<file path="config.mk">
export PLATFORM = sky130hd
export DESIGN_NAME = uart_tx_mmio
export DESIGN_NICKNAME = d
export VERILOG_FILES = /design/src/rtl/uart_pkg.sv /design/src/rtl/sync_fifo.sv /design/src/rtl/uart_tx_mmio.sv
export SDC_FILE = /design/constraint.sdc
export NUM_CORES = 1
export LEC_CHECK = 0
export ABC_AREA = 1
export ABC_CLOCK_PERIOD_IN_PS = 2650
export CAP_MARGIN = 20
export CORE_ASPECT_RATIO = 1.4
export CORE_UTILIZATION = 50
export DETAILED_ROUTE_END_ITERATION = 10
export HOLD_SLACK_MARGIN = 0.02
export PLACE_DENSITY = 0.77
export SETUP_SLACK_MARGIN = 0.2
export SLEW_MARGIN = 20
export SYNTH_ARGS = -nofsm -noshare
export SYNTH_HDL_FRONTEND = slang
export SYNTH_SLANG_ARGS = --single-unit
</file>
<file path="constraint.sdc">
create_clock -name clk -period 2.65 [get_ports clk]
set_input_delay 0.3975 -clock clk [delete_from_list [all_inputs] [get_ports clk]]
set_output_delay 0.3975 -clock clk [all_outputs]
set_load 0.05 [all_outputs]
</file>
<file path="src/rtl/uart_pkg.sv">
// Shared constants for the memory-mapped UART transmitter: register offsets,
// STATUS bit positions and the shift-engine state encoding.
package uart_pkg;

    localparam logic [1:0] UART_REG_TXDATA  = 2'd0;
    localparam logic [1:0] UART_REG_STATUS  = 2'd1;
    localparam logic [1:0] UART_REG_DIVISOR = 2'd2;

    localparam int UART_STAT_FULL    = 0;
    localparam int UART_STAT_IDLE    = 1;
    localparam int UART_STAT_OVF     = 2;
    localparam int UART_STAT_CNT_LSB = 8;
    localparam int UART_STAT_CNT_W   = 5;

    typedef enum logic [1:0] {
        UART_ST_IDLE  = 2'd0,
        UART_ST_START = 2'd1,
        UART_ST_DATA  = 2'd2,
        UART_ST_STOP  = 2'd3
    } uart_state_t;

    // A programmed divisor of zero behaves as one clock per bit.
    function automatic logic [15:0] uart_eff_div(input logic [15:0] div);
        return (div == 16'd0) ? 16'd1 : div;
    endfunction

endpackage

</file>
<file path="src/rtl/sync_fifo.sv">
// Synchronous FIFO with show-ahead output. A push while full is accepted only
// when a pop happens in the same cycle, leaving the count unchanged.
module sync_fifo #(
    parameter int WIDTH      = 8,
    parameter int DEPTH_LOG2 = 4
) (
    input  logic                  clk,
    input  logic                  rst_n,
    input  logic                  push,
    input  logic                  pop,
    input  logic [WIDTH-1:0]      din,
    output logic [WIDTH-1:0]      dout,
    output logic                  full,
    output logic                  empty,
    output logic [DEPTH_LOG2:0]   count
);
    localparam int DEPTH = 1 << DEPTH_LOG2;
    localparam logic [DEPTH_LOG2:0] FULL_CNT = {1'b1, {DEPTH_LOG2{1'b0}}};

    logic [WIDTH-1:0]      mem [DEPTH];
    logic [DEPTH_LOG2-1:0] rd_ptr;
    logic [DEPTH_LOG2-1:0] wr_ptr;
    logic                  do_push;
    logic                  do_pop;

    assign empty   = (count == '0);
    assign full    = (count == FULL_CNT);
    assign do_pop  = pop & ~empty;
    assign do_push = push & (~full | do_pop);
    assign dout    = mem[rd_ptr];

    always_ff @(posedge clk) begin
        if (do_push) mem[wr_ptr] <= din;
    end

    always_ff @(posedge clk or negedge rst_n) begin
        if (!rst_n) begin
            rd_ptr <= '0;
            wr_ptr <= '0;
            count  <= '0;
        end else begin
            if (do_push) wr_ptr <= wr_ptr + 1'b1;
            if (do_pop)  rd_ptr <= rd_ptr + 1'b1;
            case ({do_push, do_pop})
                2'b10:   count <= count + 1'b1;
                2'b01:   count <= count - 1'b1;
                default: count <= count;
            endcase
        end
    end

endmodule

</file>
<file path="src/rtl/uart_tx_mmio.sv">
// Memory-mapped 8N1 UART transmitter: register decode, divisor, read mux and
// shift engine. Define UART_TX_FIFO_EN for a 2^FIFO_DEPTH_LOG2 FIFO, else a 1-byte holding register.
module uart_tx_mmio
    import uart_pkg::*;
#(
    parameter logic [15:0] DIV_RESET       = 16'd434,
    parameter int          FIFO_DEPTH_LOG2 = 4
) (
    input  logic        clk,
    input  logic        rst_n,
    input  logic        sel,
    input  logic        en,
    input  logic [1:0]  addr,
    input  logic [3:0]  we,
    input  logic [31:0] d,
    output logic [31:0] q,
    output logic        tx
);
    logic        access;
    logic        wr;
    logic        rd;
    logic        push;
    logic        pop;
    logic        fifo_full;
    logic        fifo_empty;
    logic [7:0]  fifo_dout;
    logic [UART_STAT_CNT_W-1:0] cnt_stat;

    logic [15:0] div;
    logic        ovf;
    logic [31:0] status;
    logic [31:0] rdata;

    uart_state_t state;
    logic [15:0] baud_cnt;
    logic [2:0]  bit_cnt;
    logic [7:0]  shreg;
    logic        bit_end;
    logic [15:0] period;

    logic        unused;
    assign unused = ^{d[31:16], we[3:2]};

    assign access = sel & en;
    assign wr     = access & (|we);
    assign rd     = access & ~(|we);
    assign push   = wr & (addr == UART_REG_TXDATA) & we[0];

`ifdef UART_TX_FIFO_EN
    logic [FIFO_DEPTH_LOG2:0] fifo_count;

    sync_fifo #(
        .WIDTH      (8),
        .DEPTH_LOG2 (FIFO_DEPTH_LOG2)
    ) u_fifo (
        .clk   (clk),
        .rst_n (rst_n),
        .push  (push),
        .pop   (pop),
        .din   (d[7:0]),
        .dout  (fifo_dout),
        .full  (fifo_full),
        .empty (fifo_empty),
        .count (fifo_count)
    );

    assign cnt_stat = UART_STAT_CNT_W'(fifo_count);
`else
    logic       hold_vld;
    logic [7:0] hold_data;

    assign fifo_full  = hold_vld;
    assign fifo_empty = ~hold_vld;
    assign fifo_dout  = hold_data;
    assign cnt_stat   = UART_STAT_CNT_W'(hold_vld);

    always_ff @(posedge clk or negedge rst_n) begin
        if (!rst_n) begin
            hold_vld  <= 1'b0;
            hold_data <= 8'h00;
        end else if (push && (!hold_vld || pop)) begin
            hold_vld  <= 1'b1;
            hold_data <= d[7:0];
        end else if (pop) begin
            hold_vld  <= 1'b0;
        end
    end
`endif

    // Register file: divisor lanes, sticky overflow, registered read data.
    always_comb begin
        status                                           = '0;
        status[UART_STAT_FULL]                           = fifo_full;
        status[UART_STAT_IDLE]                           = fifo_empty && (state == UART_ST_IDLE);
        status[UART_STAT_OVF]                            = ovf;
        status[UART_STAT_CNT_LSB +: UART_STAT_CNT_W]     = cnt_stat;
    end

    always_comb begin
        rdata = '0;
        case (addr)
            UART_REG_STATUS:  rdata = status;
            UART_REG_DIVISOR: rdata = {16'h0000, div};
            default:          rdata = '0;
        endcase
    end

    always_ff @(posedge clk or negedge rst_n) begin
        if (!rst_n) begin
            div <= DIV_RESET;
            ovf <= 1'b0;
            q   <= '0;
        end else begin
            if (wr && addr == UART_REG_DIVISOR) begin
                if (we[0]) div[7:0]  <= d[7:0];
                if (we[1]) div[15:8] <= d[15:8];
            end
            if (push && fifo_full && !pop)
                ovf <= 1'b1;
            else if (wr && addr == UART_REG_STATUS && we[0] && d[UART_STAT_OVF])
                ovf <= 1'b0;
            if (rd) q <= rdata;
        end
    end

    // The stop bit's last cycle may pop directly so frames run back to back.
    assign bit_end = (baud_cnt == 16'd0);
    assign period  = uart_eff_div(div) - 16'd1;
    assign pop     = ~fifo_empty &
                     ((state == UART_ST_IDLE) || (state == UART_ST_STOP && bit_end));

    always_ff @(posedge clk or negedge rst_n) begin
        if (!rst_n) begin
            state    <= UART_ST_IDLE;
            tx       <= 1'b1;
            baud_cnt <= 16'd0;
            bit_cnt  <= 3'd0;
            shreg    <= 8'h00;
        end else begin
            case (state)
                UART_ST_IDLE: begin
                    if (pop) begin
                        shreg    <= fifo_dout;
                        bit_cnt  <= 3'd0;
                        baud_cnt <= period;
                        tx       <= 1'b0;
                        state    <= UART_ST_START;
                    end
                end
                UART_ST_START: begin
                    if (bit_end) begin
                        tx       <= shreg[0];
                        baud_cnt <= period;
                        state    <= UART_ST_DATA;
                    end else begin
                        baud_cnt <= baud_cnt - 16'd1;
                    end
                end
                UART_ST_DATA: begin
                    if (bit_end) begin
                        baud_cnt <= period;
                        if (bit_cnt == 3'd7) begin
                            tx    <= 1'b1;
                            state <= UART_ST_STOP;
                        end else begin
                            shreg   <= {1'b0, shreg[7:1]};
                            tx      <= shreg[1];
                            bit_cnt <= bit_cnt + 3'd1;
                        end
                    end else begin
                        baud_cnt <= baud_cnt - 16'd1;
                    end
                end
                UART_ST_STOP: begin
                    if (bit_end) begin
                        if (pop) begin
                            shreg    <= fifo_dout;
                            bit_cnt  <= 3'd0;
                            baud_cnt <= period;
                            tx       <= 1'b0;
                            state    <= UART_ST_START;
                        end else begin
                            state <= UART_ST_IDLE;
                        end
                    end else begin
                        baud_cnt <= baud_cnt - 16'd1;
                    end
                end
                default: state <= UART_ST_IDLE;
            endcase
        end
    end

endmodule
</file>
; ---- Yosys cells after proc, flatten, opt, wreduce, memory -nomap -nowiden
; Cells that the tools add are included.
[totals]
reg_bits = 88
in_bits = 42
out_inout_bits = 33
elab_cells = 94
[classes]
n_addsub = 3
eq_ne = 12
muxes = 33
bitwise_logic = 8
reduce_logical = 27
[ops]
columns = operator, n
row1 = 2-to-1 mux 16 bit, 4
row2 = one-hot mux 16 bit (3 select lines), 1
row3 = logical NOT 16 bit, 2
row4 = 2-to-1 mux 8 bit, 4
row5 = one-hot mux 16 bit (2 select lines), 1
row6 = "subtractor 16 x 1 -> 16 bit, second input constant", 2
row7 = one-hot mux 8 bit (3 select lines), 1
row8 = 2-to-1 mux 3 bit, 4
row9 = "!= test 2 bit, second input constant", 6
row10 = 2-to-1 mux 1 bit, 10
row11 = 2-to-1 mux 2 bit, 5
row12 = logical AND 1 bit, 9
row13 = one-hot mux 3 bit (3 select lines), 1
row14 = one-hot mux 2 bit (4 select lines), 1
row15 = bitwise AND 1 bit, 6
row16 = "equality test 2 bit, second input constant", 3
row17 = AND reduction 5 bit, 1
row18 = "equality test 2 x 1 -> 1 bit, second input constant", 2
row19 = logical NOT 2 bit, 2
row20 = one-hot mux 1 bit (4 select lines), 1
row21 = AND reduction 2 bit, 2
row22 = AND reduction 4 bit, 1
row23 = nonzero test 2 bit, 2
row24 = OR reduction 4 bit, 1
row25 = other kinds (8), 11

; ---- Logic depth before layout (Yosys ltp)
[logic_depth]
word_depth = 7
depth_mapped = 16
mapped_depth_nobuf = 16

; ---- Least setup slack after synthesis
; Ideal clock, no wire load.
[synth_timing]
path_type = reg2reg
start = reg div[5]
end = reg baud_cnt[10]
setup_ps = 65
arrival_ps = 2054
required_ps = 2585
slack_ps = 531
stages_incl_launch_ff = 16
path_buffers = 0
period_less_slack_ps = 2119
path_cell_list = dfstp_2 nor2_1 nand2_1 nor2_1 nand2_1 nand2_1 inv_1 ha_1 nand2_1 nor2_1 nand2_1 xor2_1 nand2_1 o21ai_0 or2_0 nand2_1
[synth_between]
elab_chain_len = 6
elab_cells_between_ends = 7
cone_classes = add/sub: 1 / mux: 5 / reduce/logical: 1
[synth_rtl]
columns = item, line_no
row1 = "start, declared", uart_tx_mmio.sv:29  ; logic [15:0] div;
row2 = "start signal, assigned", uart_tx_mmio.sv:115  ; if (we[0]) div[7:0] <= d[7:0];
row3 = logical NOT 16 bit, uart_pkg.sv:24  ; return (div == 16'd0) ? 16'd1 : div;
row4 = 2-to-1 mux 16 bit (*), uart_pkg.sv:24
row5 = subtractor 16 x 1 -> 16 bit (*), uart_tx_mmio.sv:128  ; assign period = uart_eff_div(div) - 16'd1;
row6 = 2-to-1 mux 16 bit, "uart_tx_mmio.sv:142, uart_tx_mmio.sv:176"
row7 = 2-to-1 mux 16 bit, uart_tx_mmio.sv:175  ; if (bit_end) begin
row8 = one-hot mux 16 bit (3 select lines) (*), uart_tx_mmio.sv:140  ; case (state)
row9 = "end signal, assigned", uart_tx_mmio.sv:145  ; baud_cnt <= period;
row10 = "end signal, assigned", uart_tx_mmio.sv:179  ; baud_cnt <= period;
row11 = "end signal, assigned", uart_tx_mmio.sv:186  ; baud_cnt <= baud_cnt - 16'd1;
row12 = "end, declared", uart_tx_mmio.sv:35  ; logic [15:0] baud_cnt;
; Mark *: on every way between the ends. The rest lies on a longest branch, timed or not.
; A chain may end at the register's enable or synchronous reset.

; ---- Worst setup path after layout
[layout_timing]
start = reg div[4]
end = reg baud_cnt[14]
; The elaborated chain is that of the path after synthesis.

==> flow_metrics.env <==
export IMPL_reg2reg_depth=16
export IMPL_max_slew_worst_pin_slew_ns=0.5793
export IMPL_dp_hpwl_um=8391
export IMPL_drc=0
export IMPL_grt_pass1_vias=4135
export IMPL_yosysTopAreaCell="dfrtp_1"
export IMPL_via_per_inst=5.462
export IMPL_combPwrFrac=0.471
export IMPL_cts_tree="yes"
export IMPL_async_flop_share=1.000
export IMPL_cts_sinks=72
export IMPL_p_sw_mw=2.512
export IMPL_finalHoldViolCount=0
export IMPL_slew_headroom=0.6138
export IMPL_internal_power_mw=3.281
export IMPL_setup_tns_ns=0
export IMPL_synthesis_instances=613
export IMPL_reg2reg_setup_slack_ns=0.30
export IMPL_stdcell_area_um2=5448
export IMPL_antenna_found_initial=0
export IMPL_ios=75
export IMPL_dieArea_um2=9449
export IMPL_drtIter0Drc=340
export IMPL_num_rows=40
export IMPL_seqCellArea_um2=1810
export IMPL_worstPathMaxFanout=5
export IMPL_setup_viol=0
export IMPL_cts_root_buffer="clkbuf_16"
export IMPL_outcome="completed"
export IMPL_yosysSeqAreaShare=0.3994
export IMPL_fin_nets=720
export IMPL_r2r_start="div[4]$_DFFE_PN1P_"
export IMPL_fp_dieW_um=82.44
export IMPL_synthTopCellsByArea="dfrtp_1, nand2_1, nand3_1, o21ai_0, inv_1"
export IMPL_hold_path_class="in2async"
export IMPL_place_congestion=0.9206
export IMPL_swShare=0.4336
export IMPL_rsz0062_at_grt="yes"
export IMPL_syn_avg_cell_area_um2=7.389
export IMPL_route_antenna_remaining_nets=0
export IMPL_cts_max_path_buffers=2
export IMPL_postSynthRegisterBits=72
export IMPL_maxCapViolCount=0
export IMPL_yosysWarnings=0
export IMPL_fp_coreArea_um2=8708
export IMPL_antenna_cells=0
export IMPL_synth_top_area_frac=0.3646
export IMPL_synthDistinctLibCells=40
export IMPL_clk_pin_slew_ns=0.06
export IMPL_cp_required_ns=2.92
export IMPL_multiInputGateArea_um2=2370
export IMPL_p_leak_nw=2.665
export IMPL_numCtsBuffers=9
export IMPL_grt_ovfl_total=0
export IMPL_syn_area_um2=4529
export IMPL_vias=4244
export IMPL_fin_crit_ns=2.348
export IMPL_synth_edf_count=0
export IMPL_cts_hold_buffers=0
export IMPL_clk_latency_ns=0.34
export IMPL_nFillCells=773
export IMPL_drive_above_1_share=0.1190
export IMPL_endpoint_kind="flip-flop"
export IMPL_grt_pass1_wl_um=19210
export IMPL_first_pass_iters=5
export IMPL_die_h_um=114.6
export IMPL_wl_per_cell_um=14.63
export IMPL_dp_slack_ns=0.1170
export IMPL_period_share=0.8860
export IMPL_io_buffers=42
export IMPL_powerDensity_nw_per_um2=1063
export IMPL_drv_slew=0
export IMPL_fmax_mhz=425.9
export IMPL_grt_total_usage=0.2693
export IMPL_syn2layout_area_growth_pct=20.28
export IMPL_wirelength_um=11370
export IMPL_ir_drop_uv=547.0
export IMPL_ys_flop_type="dfrtp_1"
export IMPL_cts_max_level=3
export IMPL_clock_skew_ns=0.007856
export IMPL_clkPwrFrac=0.236
export IMPL_reg2reg_to="baud_cnt[14]$_DFF_PN0_"
export IMPL_path_class="reg2reg"
export IMPL_cp_arrival_ns=2.62
export IMPL_fin_ws_ns=0.3022
export IMPL_pwr_share_seq=0.292
export IMPL_crit_path_start_kind="flip-flop"
export IMPL_placed_cell_area_um2=5039
export IMPL_start_util=0.5201
export IMPL_grt_start_max_net_pins=29
## cells in the final DEF (no fill, tap or decap), types with 3 or more instances in the layout
cell type and instances:
dfstp_2 6, nand4_1 6, nand3_1 59, a21oi_1 17, inv_1 59, nor2_4 4
conb_1 16, dfrtp_1 65, clkbuf_16 9, nor2_2 6, bufinv_16 3, nand2_1 162
buf_4 20, nand2_2 6, mux2_2 8, clkdlybuf4s50_1 41, o22ai_1 6, nor3_1 4
ha_1 10, o21ai_1 10, nor2_1 52, o211ai_1 4, nand3b_1 3, xor2_1 7
xor2_2 3, o21ai_0 56
## synthesized netlist by cell type, types with 3 or more instances
cell type and n:
xor2_1 10, a21oi_1 17, nand2_2 4, o211ai_1 4, nor2_1 56, mux2_2 8, dfstp_2 6, nor2_4 4
buf_2 6, clkbuf_1 9, nand3b_1 3, nand3_1 59, ha_1 11, o21ai_0 59, nor3_1 4, o22ai_1 6
inv_1 60, nand2_1 164, buf_4 17, nand4_1 6, o21ai_1 7, dfrtp_1 66
## timing repair
item                       4_1_cts  5_1_grt
pin swaps                        0        2
gates resized for setup          1       14
setup buffers                    0        4
setup endpoints to repair       13       15
## final cells by class
type | instances | area share
clock buffer | 10 | 0.04203
tap | 105 | 0.02412
clock inverter | 6 | 0.01998
timing repair buffer | 62 | 0.1038
inverter | 62 | 0.04272
sequential | 72 | 0.3323
multi-input combinational | 460 | 0.4350
## per-stage QoR
stage | total power, mW | cells | hold WS, ns | util
detailed placement | 4.294 | 757 | 0.3951 | 0.5786
CTS | 5.710 | 773 | 0.04242 | 0.6177
floorplan | 3.642 | 628 | 0.1019 | -
global route | 6.205 | 777 | 0.07064 | 0.6256
finish | 5.793 | 777 | 0.02717 | 0.6256
global placement | 4.202 | 757 | 0.3885 | 0.5786
## layer usage
metal / GRT usage / routed length [um]
met1: 0.3231 / 4471
met2: 0.4612 / 5918
met3: 0.04143 / 549
met4: 0.1275 / 431
met5: 0 / 0
## cell families after synthesis
logic type / synth area share
adders and majority gates: 0.03039
other: 0.0008279
DFF: 0.3994
and+or+nand+nor: 0.3008
AOI/OAI and AO/OA: 0.1268
xor gates and xnor gates: 0.02320
muxes: 0.01989
buffers and inverters: 0.09862
## registers in the layout, indices dropped and copies added (netlist names)
name / flops
state: 2
fifo_dout: 8
fifo_full: 1
baud_cnt: 16
q: 16
div: 16
bit_cnt: 3
ovf: 1
tx: 1
shreg: 8
## worst max path at each step
stage / start / to / slack, ns / depth (start not counted)
floorplan: div[5]$_DFFE_PN1P_ / baud_cnt[10]$_DFF_PN0_ / 0.53 / 15
global placement: baud_cnt[0]$_DFF_PN0_ / shreg[0]$_DFFE_PN0P_ / 0.18 / 11
detailed placement: baud_cnt[0]$_DFF_PN0_ / bit_cnt[2]$_DFFE_PN0P_ / 0.12 / 11
CTS: div[5]$_DFFE_PN1P_ / baud_cnt[10]$_DFF_PN0_ / 0.14 / 16
global route: div[4]$_DFFE_PN1P_ / baud_cnt[14]$_DFF_PN0_ / 0.12 / 16
finish: div[4]$_DFFE_PN1P_ / baud_cnt[14]$_DFF_PN0_ / 0.30 / 16
## power groups by stage
stage	Sequential (mW)	Combinational [mW]	Clock, mW
after floorplan	1.74	1.90	0
after global placement	1.69	2.52	0
after detailed placement	1.70	2.60	0
after CTS	1.68	2.64	1.39
after global routing	1.73	3.04	1.44
final	1.69	2.73	1.37
## worst max-delay path, cell delays in order (launching register included)
cell and delay [ns]:
dfstp_2 0.57, nor2_1 0.07, nand2_1 0.11, nor2_1 0.07, nand2_1 0.08, nand2_1 0.06, inv_2 0.09, ha_2 0.20
nand2_2 0.10, nor2_2 0.17, nand2_1 0.12, xor2_2 0.17, nand2_1 0.07, o21ai_0 0.08, o21ai_0 0.17, nand2_1 0.07
nand2_1 0.06
(Power assumes the default switching activity.)
